--- src/rtl/cond_pkg.sv ---
// ---------------------------------------------------------------------------
// cond_pkg
//
// Shared definitions for the execute-stage conditional logic.
//   cond_t          : the 4-bit ARM condition field, one name per encoding
//   FLAG_N..FLAG_V  : bit positions of N, Z, C, V inside a 4-bit NZCV word
//   nzcv_merge()    : merges a new NZCV word into an old one under a 2-bit
//                     write mask ([1] selects N,Z; [0] selects C,V)
// ---------------------------------------------------------------------------
package cond_pkg;

  typedef enum logic [3:0] {
    COND_EQ = 4'b0000,
    COND_NE = 4'b0001,
    COND_CS = 4'b0010,
    COND_CC = 4'b0011,
    COND_MI = 4'b0100,
    COND_PL = 4'b0101,
    COND_VS = 4'b0110,
    COND_VC = 4'b0111,
    COND_HI = 4'b1000,
    COND_LS = 4'b1001,
    COND_GE = 4'b1010,
    COND_LT = 4'b1011,
    COND_GT = 4'b1100,
    COND_LE = 4'b1101,
    COND_AL = 4'b1110,
    COND_NV = 4'b1111
  } cond_t;

  localparam int FLAG_N = 3;
  localparam int FLAG_Z = 2;
  localparam int FLAG_C = 1;
  localparam int FLAG_V = 0;

  // Bits whose mask bit is clear keep their old value.
  function automatic logic [3:0] nzcv_merge(input logic [3:0] old_nzcv,
                                            input logic [3:0] new_nzcv,
                                            input logic [1:0] write_mask);
    logic [3:0] merged;
    merged = old_nzcv;
    if (write_mask[1]) begin
      merged[FLAG_N] = new_nzcv[FLAG_N];
      merged[FLAG_Z] = new_nzcv[FLAG_Z];
    end
    if (write_mask[0]) begin
      merged[FLAG_C] = new_nzcv[FLAG_C];
      merged[FLAG_V] = new_nzcv[FLAG_V];
    end
    return merged;
  endfunction

endpackage

--- src/rtl/cond_check.sv ---
// ---------------------------------------------------------------------------
// cond_check
//
// Purely combinational ARM condition-code evaluator.
// Ports:
//   cond  in  cond_t       condition field of the instruction
//   nzcv  in  logic [3:0]  flags to evaluate against, {N,Z,C,V}
//   pass  out logic        1 when the instruction should execute
// Both AL (1110) and the 1111 encoding evaluate true.
// ---------------------------------------------------------------------------
module cond_check
  import cond_pkg::*;
(
  input  cond_t      cond,
  input  logic [3:0] nzcv,
  output logic       pass
);

  logic w_n;
  logic w_z;
  logic w_c;
  logic w_v;

  assign w_n = nzcv[FLAG_N];
  assign w_z = nzcv[FLAG_Z];
  assign w_c = nzcv[FLAG_C];
  assign w_v = nzcv[FLAG_V];

  always_comb begin
    pass = 1'b0;
    case (cond)
      COND_EQ: pass = w_z;
      COND_NE: pass = ~w_z;
      COND_CS: pass = w_c;
      COND_CC: pass = ~w_c;
      COND_MI: pass = w_n;
      COND_PL: pass = ~w_n;
      COND_VS: pass = w_v;
      COND_VC: pass = ~w_v;
      COND_HI: pass = w_c & ~w_z;
      COND_LS: pass = ~w_c | w_z;
      COND_GE: pass = (w_n == w_v);
      COND_LT: pass = (w_n != w_v);
      COND_GT: pass = ~w_z & (w_n == w_v);
      COND_LE: pass = w_z | (w_n != w_v);
      COND_AL: pass = 1'b1;
      COND_NV: pass = 1'b1;
      default: pass = 1'b1;
    endcase
  end

endmodule

--- src/rtl/exec_cond_stage.sv ---
// ---------------------------------------------------------------------------
// exec_cond_stage
//
// Execute-stage conditional unit. Evaluates the condition field, gates the
// side-effecting control bits, owns the architected NZCV register and
// registers the surviving control into EX/MEM.
//
// Configuration macro: COND_FLAG_BYPASS_EN
//   defined   : condition evaluated against the internal flags register
//               (flags_e is accepted but ignored)
//   undefined : condition evaluated against the pipelined flags_e
//
// Ports:
//   clk, reset        clock; synchronous active-high reset
//   en                pipeline advance (0 = hold E and M)
//   flush_e           kill the instruction in E
//   pcsrc_e, regwrite_e, memtoreg_e, memwrite_e, branch_e  ID/EX control
//   flagwrite_e[1:0]  [1] writes N,Z; [0] writes C,V
//   cond_e[3:0]       condition field
//   flags_e[3:0]      NZCV sampled in decode
//   alu_flags[3:0]    NZCV produced by the ALU this cycle
//   cond_ex_e         condition passed and not flushed (combinational)
//   branch_taken_e    redirect to fetch (combinational)
//   flags[3:0]        architected flags, fed back to decode
//   pcsrc_m, regwrite_m, memtoreg_m, memwrite_m  EX/MEM registered control
// ---------------------------------------------------------------------------
module exec_cond_stage
  import cond_pkg::*;
(
  input  logic       clk,
  input  logic       reset,
  input  logic       en,
  input  logic       flush_e,
  input  logic       pcsrc_e,
  input  logic       regwrite_e,
  input  logic       memtoreg_e,
  input  logic       memwrite_e,
  input  logic       branch_e,
  input  logic [1:0] flagwrite_e,
  input  logic [3:0] cond_e,
  input  logic [3:0] flags_e,
  input  logic [3:0] alu_flags,
  output logic       cond_ex_e,
  output logic       branch_taken_e,
  output logic [3:0] flags,
  output logic       pcsrc_m,
  output logic       regwrite_m,
  output logic       memtoreg_m,
  output logic       memwrite_m
);

  logic [3:0] r_flags;
  logic       r_pcsrc_m;
  logic       r_regwrite_m;
  logic       r_memtoreg_m;
  logic       r_memwrite_m;

  logic [3:0] w_eval_flags;
  logic       w_cond_pass;
  logic       w_pcsrc_g;
  logic       w_regwrite_g;
  logic       w_memwrite_g;
  logic       w_flag_we;
  logic [3:0] w_flags_next;

  // Flag source for the condition check. With the bypass the instruction
  // directly behind a flag-setter sees the freshly written flags.
`ifdef COND_FLAG_BYPASS_EN
  logic w_unused_flags_e;
  assign w_unused_flags_e = ^flags_e;
  assign w_eval_flags     = r_flags;
`else
  assign w_eval_flags     = flags_e;
`endif

  cond_check u_cond_check (
    .cond (cond_t'(cond_e)),
    .nzcv (w_eval_flags),
    .pass (w_cond_pass)
  );

  assign cond_ex_e      = w_cond_pass & ~flush_e;
  assign branch_taken_e = (branch_e | pcsrc_e) & cond_ex_e;

  assign w_pcsrc_g    = pcsrc_e    & cond_ex_e;
  assign w_regwrite_g = regwrite_e & cond_ex_e;
  assign w_memwrite_g = memwrite_e & cond_ex_e;

  // Writing only while en=1 stops a stalled flag-setter from re-evaluating
  // its condition against its own result on the following cycles.
  assign w_flag_we    = en & cond_ex_e;
  assign w_flags_next = nzcv_merge(r_flags, alu_flags, flagwrite_e);

  always_ff @(posedge clk) begin
    if (reset) begin
      r_flags <= 4'b0000;
    end else if (w_flag_we) begin
      r_flags <= w_flags_next;
    end
  end

  // EX/MEM control register: reset > flush > advance > hold.
  always_ff @(posedge clk) begin
    if (reset) begin
      r_pcsrc_m    <= 1'b0;
      r_regwrite_m <= 1'b0;
      r_memtoreg_m <= 1'b0;
      r_memwrite_m <= 1'b0;
    end else if (flush_e) begin
      r_pcsrc_m    <= 1'b0;
      r_regwrite_m <= 1'b0;
      r_memtoreg_m <= 1'b0;
      r_memwrite_m <= 1'b0;
    end else if (en) begin
      r_pcsrc_m    <= w_pcsrc_g;
      r_regwrite_m <= w_regwrite_g;
      r_memtoreg_m <= memtoreg_e;
      r_memwrite_m <= w_memwrite_g;
    end
  end

  assign flags      = r_flags;
  assign pcsrc_m    = r_pcsrc_m;
  assign regwrite_m = r_regwrite_m;
  assign memtoreg_m = r_memtoreg_m;
  assign memwrite_m = r_memwrite_m;

endmodule

--- config.mk ---
export PLATFORM = sky130hd
export DESIGN_NAME = exec_cond_stage
export DESIGN_NICKNAME = d
export VERILOG_FILES = /design/src/rtl/cond_pkg.sv /design/src/rtl/cond_check.sv /design/src/rtl/exec_cond_stage.sv
export SDC_FILE = /design/constraint.sdc
export NUM_CORES = 1
export LEC_CHECK = 0
export CAP_MARGIN = 10
export CELL_PAD_IN_SITES_DETAIL_PLACEMENT = 2
export CELL_PAD_IN_SITES_GLOBAL_PLACEMENT = 2
export CORE_AREA = 2 2 57 59
export CTS_CLUSTER_DIAMETER = 30
export DETAILED_ROUTE_END_ITERATION = 8
export DIE_AREA = 0 0 59 61
export PLACE_DENSITY_LB_ADDON = 0.1
export SETUP_SLACK_MARGIN = 0.05
export SLEW_MARGIN = 20
export SYNTH_ARGS = -nofsm -noshare
export SYNTH_HDL_FRONTEND = slang
export SYNTH_SLANG_ARGS = --single-unit
--- constraint.sdc ---
create_clock -name clk -period 3.1 [get_ports clk]
set_input_delay 0.62 -clock clk [delete_from_list [all_inputs] [get_ports clk]]
set_output_delay 0.62 -clock clk [all_outputs]
set_load 0.01 [all_outputs]
==> results by group <==
Setup path
  – Setup CP Type: in2out
  – Max stage delay on crit path: 380 ps
  – CP dominant cell by count: or3_4
  – Crit. End Element: primary output
  – Startpoint Class: primary input
  – WP data arrival: 2300 ps
  – Worst path slowest cell: a2111oi_4
  – Critical path fanouts, max: 3
  – WP data required: 2480 ps
  – CP Cell Sequence: dlygate4sd2_1 -> nand2_1 -> mux2i_1 -> or3_4 -> a2111oi_4 -> or3_4 -> buf_4 -> o21a_1 -> buf_2

Global routing
  – First-pass GRT wire length: 3.51 mm
  – Initial antenna violation count: 0
  – Total grt overflow: 0
  – Largest net degree at the start of global routing: 12
  – Total track usage: 13.3%
  – Vias in the first global route: 739

Finish
  – P&R area growth vs syn: 89.4%
  – Final Non-Filler Cells: 144
  – Reg area: 160 um2
  – Core Util, Final: 36.2%
  – Layout Nets: 136
  – Layout cell share with drive strength beyond 1: 30.6%
  – # diodes: 0
  – Finished Cell Area: 0.00107 mm2
  – Combined area of the multi-input logic cells: 399 um2
  – Filler Cell Count: 334

Clock network
  – Worst-path clk slew: 60 ps
  – Sink Count: 8
  – CTS Buf Count: 3
  – CTS H-tree lvls: 1
  – Clock tree buffer depth: 2
  – Post-CTS Hold Buffers: 0
  – TritonCTS clock tree: built
  – Worst skew pair latency: 250 ps
  – Root Buffer: clkbuf_4

Yosys
  – Top post-synthesis cells by area: dfxtp_1 28%, mux2i_1 11%, nand2b_1 8.9%, o311ai_2 5.8%, a2111oi_4 4.9%
  – Number of synthesized flops with an enable pin: 0
  – Synth cell count leaders: 8 x dfxtp_1, 8 x nand2b_1, 6 x mux2i_1, 4 x and3_1
  – Mean area per synthesized cell: 9.40 um2
  – Yosys cell types: 27
  – FFs w/ async S/R, synth: 0%
  – Sequential share of the synthesized area: 28.4%
  – Cell area after synthesis: 564 um2
  – Most used DFF post-synth: dfxtp_1
  – Yosys top cell area share: 28.4%
  – Area leader, netlist: dfxtp_1
  – Synthesized flop and latch total: 8
  – Yosys warns: 0
  – Synth Instances: 60
  – Synthesized net count: 83

Placed design
  – Placed Instance Area: 0.00102 mm2
  – DP Cell Count: 137
  – Routability cong.: 0.634
  – Post-DP HPWL: 1.70 mm
  – Number of buffers added on ports: 32

Pwr
  – Maximum vdd drop: 0.135 mV
  – Leak: 0.470 nW
  – Final Power: 0.301 mW
  – Clock share of power: 28.1%
  – Comb power frac: 36.4%
  – PwrDens: 282 mW/mm2
  – Net switching power: 0.0839 mW
  – Sw Share: 27.9%
  – Cell Int Power: 0.217 mW
  – Sequential share of power: 35.5%

Floorplan
  – Number of I/O pins: 33
  – Starting Density: 19.1%
  – Die Area: 0.00360 mm2
  – Row Count: 20
  – Die height: 61 um
  – Core area: 0.00295 mm2
  – Die X: 59 um

Timing
  – Slew @ Worst Pin: 455 ps
  – Fin. Hold Viols: 0
  – Worst Clk Skew: 0 ps
  – Final period utilization: 94.3%
  – Max-slew headroom: 69.5%
  – RSZ-0062 raised after global routing: no
  – Max Freq: 0.342 GHz
  – Slew Limit Fails: 0
  – Final min period: 2920 ps
  – Final hold slack: 479 ps
  – Final setup fails: 0

Detailed routing
  – Detailed Routing Iterations Pass 1: 3
  – Remaining antenna violation count after routing: 0
  – Via-to-Cell Ratio: 4.64
  – Post-DR wirelength/cell: 14.3 um
  – Drt total wl: 2.07 mm
  – Iteration-0 DRC Markers: 19
  – DR DRC count: 0
  – Via count: 668

Hold path
  – Worst Hold Class: reg2reg

Run
  – Max-cap violation count: 0

Status
  – Status: completed
==> power by group through the flow <==
stage	Clock [mW]	Combinational [mW]	Sequential, mW
4_1_cts	0.0918	0.112	0.107
5_1_grt	0.0981	0.119	0.107
2_1_floorplan	0	0.0380	0.110
3_5_place_dp	0	0.109	0.109
6_report	0.0846	0.110	0.107
3_3_place_gp	0	0.106	0.109
==> state kept, by name, summed over array words and instances, names as in the netlist <==
register and count:
flags 4, memtoreg_m 1, pcsrc_m 1, regwrite_m 1
memwrite_m 1
==> kinds of logic after synthesis <==
logic type / synth area share [%]
buffers and inverters: 3.99
and+or+nand+nor: 28.6
DFF: 28.4
xor gates and xnor gates: 3.10
muxes: 12.6
AOI/OAI and AO/OA: 23.3
==> per-stage QoR <==
stage	setup TNS (ps)	setup WS, ps
2_1_floorplan	0	373
3_3_place_gp	-964	-494
3_5_place_dp	-1210	-607
4_1_cts	0	83.8
5_1_grt	0	64.7
6_report	0	177
==> cell usage in the layout, fill, tap and decap left out, drive strengths merged <==
| cell | synthesis | layout |
|---|---|---|
| a2111oi | 1 | 1 |
| a211o | 1 | 1 |
| a21oi | 1 | 1 |
| a22o | 3 | 3 |
| a32oi | 1 | 1 |
| and3 | 5 | 5 |
| buf | 1 | 21 |
| clkbuf | 2 | 5 |
| clkdlybuf4s15 | 0 | 2 |
| clkdlybuf4s50 | 0 | 22 |
| dfxtp | 8 | 8 |
| dlygate4sd2 | 0 | 4 |
| inv | 1 | 1 |
| mux2 | 1 | 1 |
| mux2i | 6 | 6 |
| nand2 | 1 | 1 |
| nand2b | 8 | 8 |
| nand3 | 1 | 1 |
| nand4b | 1 | 1 |
| nor2 | 3 | 3 |
| nor2b | 1 | 1 |
| nor3 | 3 | 3 |
| nor3b | 1 | 1 |
| o21a | 1 | 1 |
| o21ai | 3 | 3 |
| o311ai | 2 | 2 |
| or3 | 2 | 2 |
| xnor2 | 2 | 2 |
==> final timing paths <==
path,from,endpoint,slack (ps),depth (start not counted)
max,cond_e[2],branch_taken_e,180,9
min,pcsrc_m,pcsrc_m,480,1
max reg2reg,memwrite_m,memwrite_m,2460,1
min reg2reg,pcsrc_m,pcsrc_m,480,1
==> per-layer routing <==
| metal | part of all wire [%] | vias up | GRT usage (%) |
|---|---|---|---|
| li1 | - | 327 | - |
| met5 | 0 | - | 0 |
| met1 | 43 | 320 | 16.3 |
| met4 | 0.39 | 0 | 2.92 |
| met2 | 50 | 19 | 22.4 |
| met3 | 6.1 | 2 | 4.69 |
==> worst max-delay path: cells and delay by family <==
family                 cells  cell delay (ps)
muxes                      1              140
and+or+nand+nor            3              610
buffers and inverters      3              450
AOI/OAI and AO/OA          2              490
==> layout make-up <==
cell class / count / area share (%)
Timing Repair Buffer: 51 / 41.3
Multi-Input combinational cell: 48 / 37.4
Sequential cell: 8 / 15.0
Tap cell: 33 / 3.86
Clock buffer: 3 / 2.11
Inverter: 1 / 0.351
==> repair_timing <==
action | CTS | global route
endpoints found under the setup margin | 2 | 2
pin swaps | 4 | 4
resized for setup | 22 | 5
buffers inserted | 3 | 1
hold endpoints to repair | 0 | 0
No activity file was read; power rests on OpenSTA's default activity.
